## config.mk

```make
export PLATFORM = sky130hd
export DESIGN_NAME = ledwalker_flat
export DESIGN_NICKNAME = d
export VERILOG_FILES = /design/src/rtl/ledwalker_if.sv /design/src/rtl/ledwalker.sv /design/src/flat_wrapper.sv
export SDC_FILE = /design/constraint.sdc
export NUM_CORES = 1
export LEC_CHECK = 0
export ABC_AREA = 1
export CAP_MARGIN = 20
export CORE_MARGIN = 5
export CORE_UTILIZATION = 30
export CTS_BUF_LIST = sky130_fd_sc_hd__clkbuf_8 sky130_fd_sc_hd__clkbuf_16
export CTS_CLUSTER_SIZE = 40
export DETAILED_ROUTE_END_ITERATION = 16
export GPL_TIMING_DRIVEN = 0
export SLEW_MARGIN = 15
export SYNTH_ARGS = -nofsm -noshare
export SYNTH_HDL_FRONTEND = slang
export SYNTH_SLANG_ARGS = --single-unit
```

## constraint.sdc

```tcl
create_clock -name i_clk -period 2.6 [get_ports i_clk]
set_input_delay 0.52 -clock i_clk [delete_from_list [all_inputs] [get_ports i_clk]]
set_output_delay 0.52 -clock i_clk [all_outputs]
set_load 0.02 [all_outputs]
```

## src/rtl/ledwalker_if.sv

```systemverilog
`default_nettype none
// ============================================================================
// Module   : ledwalker_if
// Brief    : Control/status bundle between a step source and the LED walker.
//            The walker owns the slave side; the driver of enable and the
//            square wave owns the master side.
// Revision : 1.0 - initial release
// ============================================================================
interface ledwalker_if #(
    parameter int LGNLEDS = 3
) ();
    localparam int c_nleds = 1 << LGNLEDS;

    logic                i_en;
    logic                i_pps;
    logic [c_nleds-1:0]  o_led;
    logic [LGNLEDS-1:0]  o_pos;
    logic                o_sweep_done;
    logic [15:0]         o_sweeps;

    modport master (
        output i_en,
        output i_pps,
        input  o_led,
        input  o_pos,
        input  o_sweep_done,
        input  o_sweeps
    );

    modport slave (
        input  i_en,
        input  i_pps,
        output o_led,
        output o_pos,
        output o_sweep_done,
        output o_sweeps
    );
endinterface
`default_nettype wire

```

## src/rtl/ledwalker.sv

```systemverilog
`default_nettype none
// ============================================================================
// Module   : ledwalker
// Brief    : Bounces one lit LED across the bank, one position per edge of a
//            synchronised square wave, leaving a PWM-dimmed trail on the LED
//            just vacated. Counts completed round trips.
// Revision : 1.0 - initial release
// ============================================================================
module ledwalker #(
    parameter int LGNLEDS   = 3,
    parameter int PWM_BITS  = 4,
    parameter int DIM_LEVEL = 4
) (
    input  wire logic  i_clk,
    input  wire logic  i_reset,
    ledwalker_if.slave bus
);
    localparam int                c_nleds = 1 << LGNLEDS;
    localparam logic [LGNLEDS-1:0] c_last = LGNLEDS'(c_nleds - 1);
    localparam logic [PWM_BITS:0]  c_dim  = (PWM_BITS + 1)'(DIM_LEVEL);

    typedef enum logic [1:0] {
        ST_IDLE  = 2'd0,
        ST_RIGHT = 2'd1,
        ST_LEFT  = 2'd2
    } state_t;

    logic                r_ff1, r_ff2, r_ff3;
    logic [1:0]          r_settle;
    logic                w_settled;
    logic                w_step;
    logic [PWM_BITS-1:0] r_pwm;
    logic                w_pwm_on;
    state_t              r_state;
    logic [LGNLEDS-1:0]  r_pos;
    logic [LGNLEDS-1:0]  r_trail;
    logic                r_trail_valid;
    logic                r_sweep_done;
    logic [15:0]         r_sweeps;
    logic [LGNLEDS-1:0]  w_pos_inc;
    logic [LGNLEDS-1:0]  w_pos_dec;
    logic [c_nleds-1:0]  w_led_next;
    logic [c_nleds-1:0]  r_led;

    // Three-flop synchroniser; ff2/ff3 disagreeing marks an edge of i_pps.
    always_ff @(posedge i_clk) begin
        if (i_reset) begin
            r_ff1 <= 1'b0;
            r_ff2 <= 1'b0;
            r_ff3 <= 1'b0;
        end else begin
            r_ff1 <= bus.i_pps;
            r_ff2 <= r_ff1;
            r_ff3 <= r_ff2;
        end
    end

    // Blanking counter: masks the false edge seen when i_pps is already high
    // as the synchroniser fills after reset.
    always_ff @(posedge i_clk) begin
        if (i_reset)
            r_settle <= 2'd0;
        else if (r_settle != 2'd3)
            r_settle <= r_settle + 2'd1;
    end

    assign w_settled = (r_settle == 2'd3);
    assign w_step    = (r_ff2 ^ r_ff3) && w_settled;

    // Free-running PWM counter; compare is one bit wider so DIM_LEVEL may
    // equal the full period (always on).
    always_ff @(posedge i_clk) begin
        if (i_reset)
            r_pwm <= '0;
        else
            r_pwm <= r_pwm + 1'b1;
    end

    assign w_pwm_on  = ({1'b0, r_pwm} < c_dim);
    assign w_pos_inc = r_pos + 1'b1;
    assign w_pos_dec = r_pos - 1'b1;

    // Walker state machine: enable drop beats a step, reset beats both.
    always_ff @(posedge i_clk) begin
        if (i_reset) begin
            r_state       <= ST_IDLE;
            r_pos         <= '0;
            r_trail       <= '0;
            r_trail_valid <= 1'b0;
            r_sweep_done  <= 1'b0;
            r_sweeps      <= 16'd0;
        end else begin
            r_sweep_done <= 1'b0;
            if (!bus.i_en) begin
                r_state       <= ST_IDLE;
                r_pos         <= '0;
                r_trail_valid <= 1'b0;
            end else begin
                case (r_state)
                    ST_IDLE: begin
                        r_state       <= ST_RIGHT;
                        r_pos         <= '0;
                        r_trail_valid <= 1'b0;
                    end
                    ST_RIGHT: begin
                        if (w_step) begin
                            r_trail       <= r_pos;
                            r_trail_valid <= 1'b1;
                            r_pos         <= w_pos_inc;
                            if (w_pos_inc == c_last)
                                r_state <= ST_LEFT;
                        end
                    end
                    ST_LEFT: begin
                        if (w_step) begin
                            r_trail <= r_pos;
                            r_pos   <= w_pos_dec;
                            if (w_pos_dec == '0) begin
                                r_state      <= ST_RIGHT;
                                r_sweep_done <= 1'b1;
                                r_sweeps     <= r_sweeps + 16'd1;
                            end
                        end
                    end
                    default: begin
                        r_state       <= ST_IDLE;
                        r_pos         <= '0;
                        r_trail_valid <= 1'b0;
                    end
                endcase
            end
        end
    end

    // LED pattern from the current lead, trail and PWM phase.
    always_comb begin
        w_led_next = '0;
        if (r_state != ST_IDLE) begin
            w_led_next[r_pos] = 1'b1;
            if (r_trail_valid && w_pwm_on)
                w_led_next[r_trail] = 1'b1;
        end
    end

    // Register the LED drive so the pins never see combinational glitches.
    always_ff @(posedge i_clk) begin
        if (i_reset)
            r_led <= '0;
        else
            r_led <= w_led_next;
    end

    assign bus.o_led        = r_led;
    assign bus.o_pos        = r_pos;
    assign bus.o_sweep_done = r_sweep_done;
    assign bus.o_sweeps     = r_sweeps;
endmodule
`default_nettype wire

```

## src/flat_wrapper.sv

```systemverilog
// flat-port wrapper written by rule: the top's interface ports become plain ports
module ledwalker_flat 
#(
    parameter int LGNLEDS   = 3,
    parameter int PWM_BITS  = 4,
    parameter int DIM_LEVEL = 4
)
  (i_clk, i_reset, bus_i_en, bus_i_pps, bus_o_led, bus_o_pos, bus_o_sweep_done, bus_o_sweeps);
  ledwalker_if #(.LGNLEDS(LGNLEDS)) bus_i ();
  input  wire logic i_clk;
  input  wire logic i_reset;
  input wire logic [$bits(bus_i.i_en)-1:0] bus_i_en;
  input wire logic [$bits(bus_i.i_pps)-1:0] bus_i_pps;
  output wire logic [$bits(bus_i.o_led)-1:0] bus_o_led;
  output wire logic [$bits(bus_i.o_pos)-1:0] bus_o_pos;
  output wire logic [$bits(bus_i.o_sweep_done)-1:0] bus_o_sweep_done;
  output wire logic [$bits(bus_i.o_sweeps)-1:0] bus_o_sweeps;
  assign bus_i.i_en = bus_i_en;
  assign bus_i.i_pps = bus_i_pps;
  assign bus_o_led = bus_i.o_led;
  assign bus_o_pos = bus_i.o_pos;
  assign bus_o_sweep_done = bus_i.o_sweep_done;
  assign bus_o_sweeps = bus_i.o_sweeps;
  ledwalker #(.LGNLEDS(LGNLEDS), .PWM_BITS(PWM_BITS), .DIM_LEVEL(DIM_LEVEL)) u_core (.i_clk(i_clk), .i_reset(i_reset), .bus(bus_i));
endmodule
```

==> out/metrics.yaml <==
synthesis.area_mm2: 0.00213
io_pins: 32
min_path_type: "reg -> reg"
regArea_um2: 861
synth_cells: 300
antenna_found_initial: 0
cts_buffer_depth: 2
multiInputGateArea_mm2: 0.00106
synth_common_cells: "nand2_1, nor2_1, dfxtp_1"
path_max_fanout: 9
fp-row-count: 30
synthArstFlopShare_pct: 0
crit_type: "reg -> out"
final_nets: 351
synth_edf_count: 0
vias_per_cell: 4.36
netlist.top_cell.by_area: "dfxtp_1"
max_slew.worst_pin.slew_ns: 0.419
grt_max_degree: 13
wl_per_cell_um: 10.3
max_cap_viol_count: 0
htreeDepth: 2
io_buffers: 30
cts_sinks: 43
core_area_mm2: 0.00683
cts_resized: 0
slew_headroom_pct: 72.0
synth_fp_nets: 314
numCtsBuffers: 5
setup_viol: 0
dr_total_vias: 1886
dp_hpwl_um: 3310
ys_ff_latch: 43
power.switching_mw: 0.367
grt_pass1_vias: 1714
critPathMaxStageDelay_ns: 0.68
syn_to_final_growth_pct: 23.9
n_antenna_cell: 0
worstPathCellList: "clkdlybuf4s50_1"
finalMaxSlewViolations: 0
grt_usage_pct: 10.5
fin_crit_ns: 2.04
postCtsHoldBufs: 0
path_delay_family: "buffers and inverters"
yosysWarnings: 0
rsz0062_at_grt: "false"
clk_pin_slew_ns: 0.08
cts_setup_buffers: 0
synth_most_common_cell: "nand2_1"
routed_wl_um: 4480
final.fill_count: 744
tns_ns: 0
place.gp.congestion: 0.831
yosysSeqAreaShare_pct: 40.5
drc_errors: 0
path_buf_inv: 1
intPower_mw: 0.972
drive_gt1_share_pct: 6.82
synth_area_leaders: "dfxtp_1, nand2_1, nor2_1"
drt_pass1_iterations: 4
worst_setup_path_start_kind: "register"
root_buffer: "clkbuf_8"
power.sequential.fraction_pct: 52.4
grt.overflow.total: 0
pwr-share-clk_pct: 31.9
hold_viol: 0
max_freq_mhz: 490
worstPathArrival_ns: 1.52
cts_tree: "done"
die_w_um: 94.2
final_util_pct: 38.6
drtIter0Drc: 118
status: "finished, final reports clean"
grt_pass1_wl_um: 7470
clk-insertion-delay-late_ns: 0.29
floorplan.initialDensity_pct: 31.1
power_density_mw_per_mm2: 508
required_ns: 2.08
leakage_nw: 1.09
fp.dieArea_mm2: 0.00887
die_y_um: 94.2
end_kind: "primary output"
synth.top_cell.area_share_pct: 40.5
synthFlopType: "dfxtp_1"
pwr-share-comb_pct: 15.8
clock_skew_ns: 0.00513
syn_avg_cell_area_um2: 7.09
dpl_worst_slack_ns: 0.685
peakVddDrop_uv: 252
p_sw_share_pct: 27.4
ant_nets: 0
ys_types: 26
finalPower_mw: 1.34
min_period_over_period_pct: 78.4
fin_ws_ns: 0.560
crit_slowest_cell: "clkdlybuf4s50_1"
-- registers in the layout, indices dropped and copies added (netlist names) --
signal	cells
u_core.r_ff1	1
u_core.r_settle	2
u_core.bus.o_pos	3
u_core.bus.o_sweep_done	1
u_core.bus.o_sweeps	16
u_core.r_pwm	4
u_core.r_state	2
u_core.r_trail_valid	1
u_core.r_ff2	1
u_core.bus.o_led	8
u_core.r_ff3	1
u_core.r_trail	3
-- cells by family after synthesis --
family                     after synthesis  share of synthesized area [%]
DFF                                     43                           40.5
AOI/OAI and AO/OA                       40                           10.8
and+or+nand+nor                        152                           30.2
adders and majority gates               10                           5.89
xor gates and xnor gates                 7                           2.88
buffers and inverters                   48                           9.77
-- layout by cell type, fill, tap and decap left out, types with 9 or more instances in the layout --
cell type,netlist,layout
ha_1,10,10
nand2_1,69,69
clkdlybuf4s50_1,0,30
o21ai_0,9,9
dfxtp_1,43,43
inv_1,39,39
nand3_1,25,25
nor2_1,49,49
a21oi_1,23,23
-- stage by stage --
stage	instance area [um^2]	std cells	hold slack, ns
2_1_floorplan	2130	300	0.388
3_3_place_gp	2550	426	0.393
3_5_place_dp	2550	426	0.395
4_1_cts	2630	433	0.407
5_1_grt	2630	433	0.450
6_report	2630	433	0.404
-- area by class of cell --
type                       count  share of cell area [%]
multi-input combinational    209                    40.1
sequential                    43                    32.7
timing repair buffer          30                    11.4
inverter                      41                    5.94
tap                           96                    4.56
clock buffer                   6                    3.14
buffer                         7                    1.95
clock inverter                 1                   0.190
-- power groups by stage --
stage          Sequential, mW  Clock (mW)  Combinational, mW
2_1_floorplan           0.720           0              0.155
3_3_place_gp            0.716           0              0.207
3_5_place_dp            0.717           0              0.211
4_1_cts                 0.701       0.444              0.212
5_1_grt                 0.706       0.476              0.246
6_report                0.701       0.427              0.211
-- layer usage --
metal  vias to the layer above  GRT usage (%)  wire (um)
met1                       827           13.9       2320
li1                       1018              -          -
met2                        35           15.7       1920
met5                         -              0          0
met4                         0           4.93        104
met3                         6           2.64        134
-- final timing paths --
kind,from,endpoint,slack (ns),cells after the start
max,u_core.bus.o_pos[0],bus_o_pos[0],0.56,1
max reg2reg,u_core.bus.o_pos[0],u_core.bus.o_sweeps[12],0.69,9
min reg2reg,u_core.r_ff1,u_core.r_ff2,0.40,2
min,u_core.r_ff1,u_core.r_ff2,0.40,2
(Power assumes the default switching activity.)
==> RTL edit (same settings) <==
`PWM_BITS` is set to 4 in 2 places; all go to 5.
--- a/src/rtl/ledwalker.sv
+++ b/src/rtl/ledwalker.sv
@@ -8,7 +8,7 @@
 // ============================================================================
 module ledwalker #(
     parameter int LGNLEDS   = 3,
-    parameter int PWM_BITS  = 4,
+    parameter int PWM_BITS  = 5,
     parameter int DIM_LEVEL = 4
 ) (
     input  wire logic  i_clk,
--- a/src/flat_wrapper.sv
+++ b/src/flat_wrapper.sv
@@ -2,7 +2,7 @@
 module ledwalker_flat 
 #(
     parameter int LGNLEDS   = 3,
-    parameter int PWM_BITS  = 4,
+    parameter int PWM_BITS  = 5,
     parameter int DIM_LEVEL = 4
 )
   (i_clk, i_reset, bus_i_en, bus_i_pps, bus_o_led, bus_o_pos, bus_o_sweep_done, bus_o_sweeps);
Formal check against the unedited RTL: same outputs for any inputs over 10 cycles, from zero or initial values and one cycle with i_reset high; that may be too few to reach the edited logic, so the function may still have changed.
==> RTL edit against the unedited design <==
Sequential cell count grew 1; setup slack better by 0.0058 ns; clock skew is 0.0010 ns higher; first-iteration DRC count decreased by 26%; synthesized area rose by 3.2%; design area grew 2.3%; power is 3.6% lower; wire length rose by 1.1%; critical endpoint unchanged; largest power group unchanged.
==> RTL edit: results (changes against the unedited design) <==
| Metric | Value |
|---|---|
| Peak supply drop | `0.214 mV (-15%)` |
| Syn_nets | `318 (+1.3%)` |
| Non-CTS inverters | `39 (-4.9%)` |
| HPWL after DPL | `3350 µm (+1.0%)` |
| GR Util All Layers | `10.8% (+0.31 points)` |
| Multi-input combinational area share | `41.3% (+1.2 points)` |
| Fillcell total | `733 (-1.5%)` |
| First-pass GRT wire length | `7800 µm (+4.4%)` |
| Data buffer area share | `13.0% (-0.35 points)` |
| Vias | `1918 (+1.7%)` |
| Most frequent cells after synthesis | `69 x nand2_1, 44 x dfxtp_1, 42 x nor2_1` |
| Drt total wl | `4530 µm (+1.1%)` |
| #FFs+latches synth | `44 (+2.3%)` |
| Lkg Pwr | `1.08 nW (-1.1%)` |
| Clock Skews | `0.00616 ns (+0.00103 ns)` |
| Yosys cell types | `29 (+12%)` |
| Status | `completed` |
| Hold Worst Slack | `0.404 ns (-0.000235 ns)` |
| Dpl ws | `0.649 ns (-0.0360 ns)` |
| Post-Route Utilization | `37.6% (-0.99 points)` |
| DR iter-0 viols | `87 (-26%)` |
| Slew HR | `69.3% (-2.8 points)` |
| Synth Instances | `303 (+1.0%)` |
| DP Cell Count | `432 (+1.4%)` |
| Placed Area | `2620 µm² (+2.8%)` |
| Share of cells above drive strength 1 | `7.06% (+0.23 points)` |
RTL edit: changes by cell type in the layout (fill, tap and decap cells not counted), moves of 2 or more:
cell / before / now
a21oi_1: 23 / 29
a32oi_1: 4 / 0
nor2_1: 49 / 42
buf_1: 0 / 2
o21bai_1: 0 / 2
nand3_1: 25 / 27
RTL edit: logic make-up (layout without fill, tap and decap cells):
| kind of cell | Yosys count | count (layout) | synth area share, % |
|---|---|---|---|
| AOI/OAI and AO/OA | 43 | 43 | 10.6 |
| DFF | 44 | 44 | 40.2 |
| xor gates and xnor gates | 7 | 7 | 2.80 |
| adders and majority gates | 11 | 11 | 6.27 |
| and+or+nand+nor | 152 | 152 | 31.1 |
| buffers and inverters | 46 | 83 | 9.07 |
RTL edit: worst paths after layout:
check	startpoint	to	cells past startpoint
worst max register to register	u_core.bus.o_pos[0]$_SDFFE_PP0P_	u_core.bus.o_sweeps[9]$_SDFFE_PP0P_	9
worst min-delay path	u_core.r_ff1$_SDFF_PP0_	u_core.r_ff2$_SDFF_PP0_	2
worst max-delay path	u_core.bus.o_pos[0]$_SDFFE_PP0P_	bus_o_pos[0]	1
worst min register to register	u_core.r_ff1$_SDFF_PP0_	u_core.r_ff2$_SDFF_PP0_	2
RTL edit: power by group through the flow:
stage          Clock (W)  Combinational (W)  Sequential (W)
2_1_floorplan          0           0.000138        0.000731
3_3_place_gp           0           0.000180        0.000728
3_5_place_dp           0           0.000182        0.000730
4_1_cts         0.000420           0.000183        0.000714
5_1_grt         0.000450           0.000206        0.000716
6_report        0.000397           0.000180        0.000713
RTL edit: routing by layer:
metal	part of all wire [%]	track usage [%]	up-vias
li1	-	-	1031
met1	50	13.8	856
met2	44	17.2	26
met3	4.0	2.92	5
met4	1.7	4.27	0
met5	0	0	-
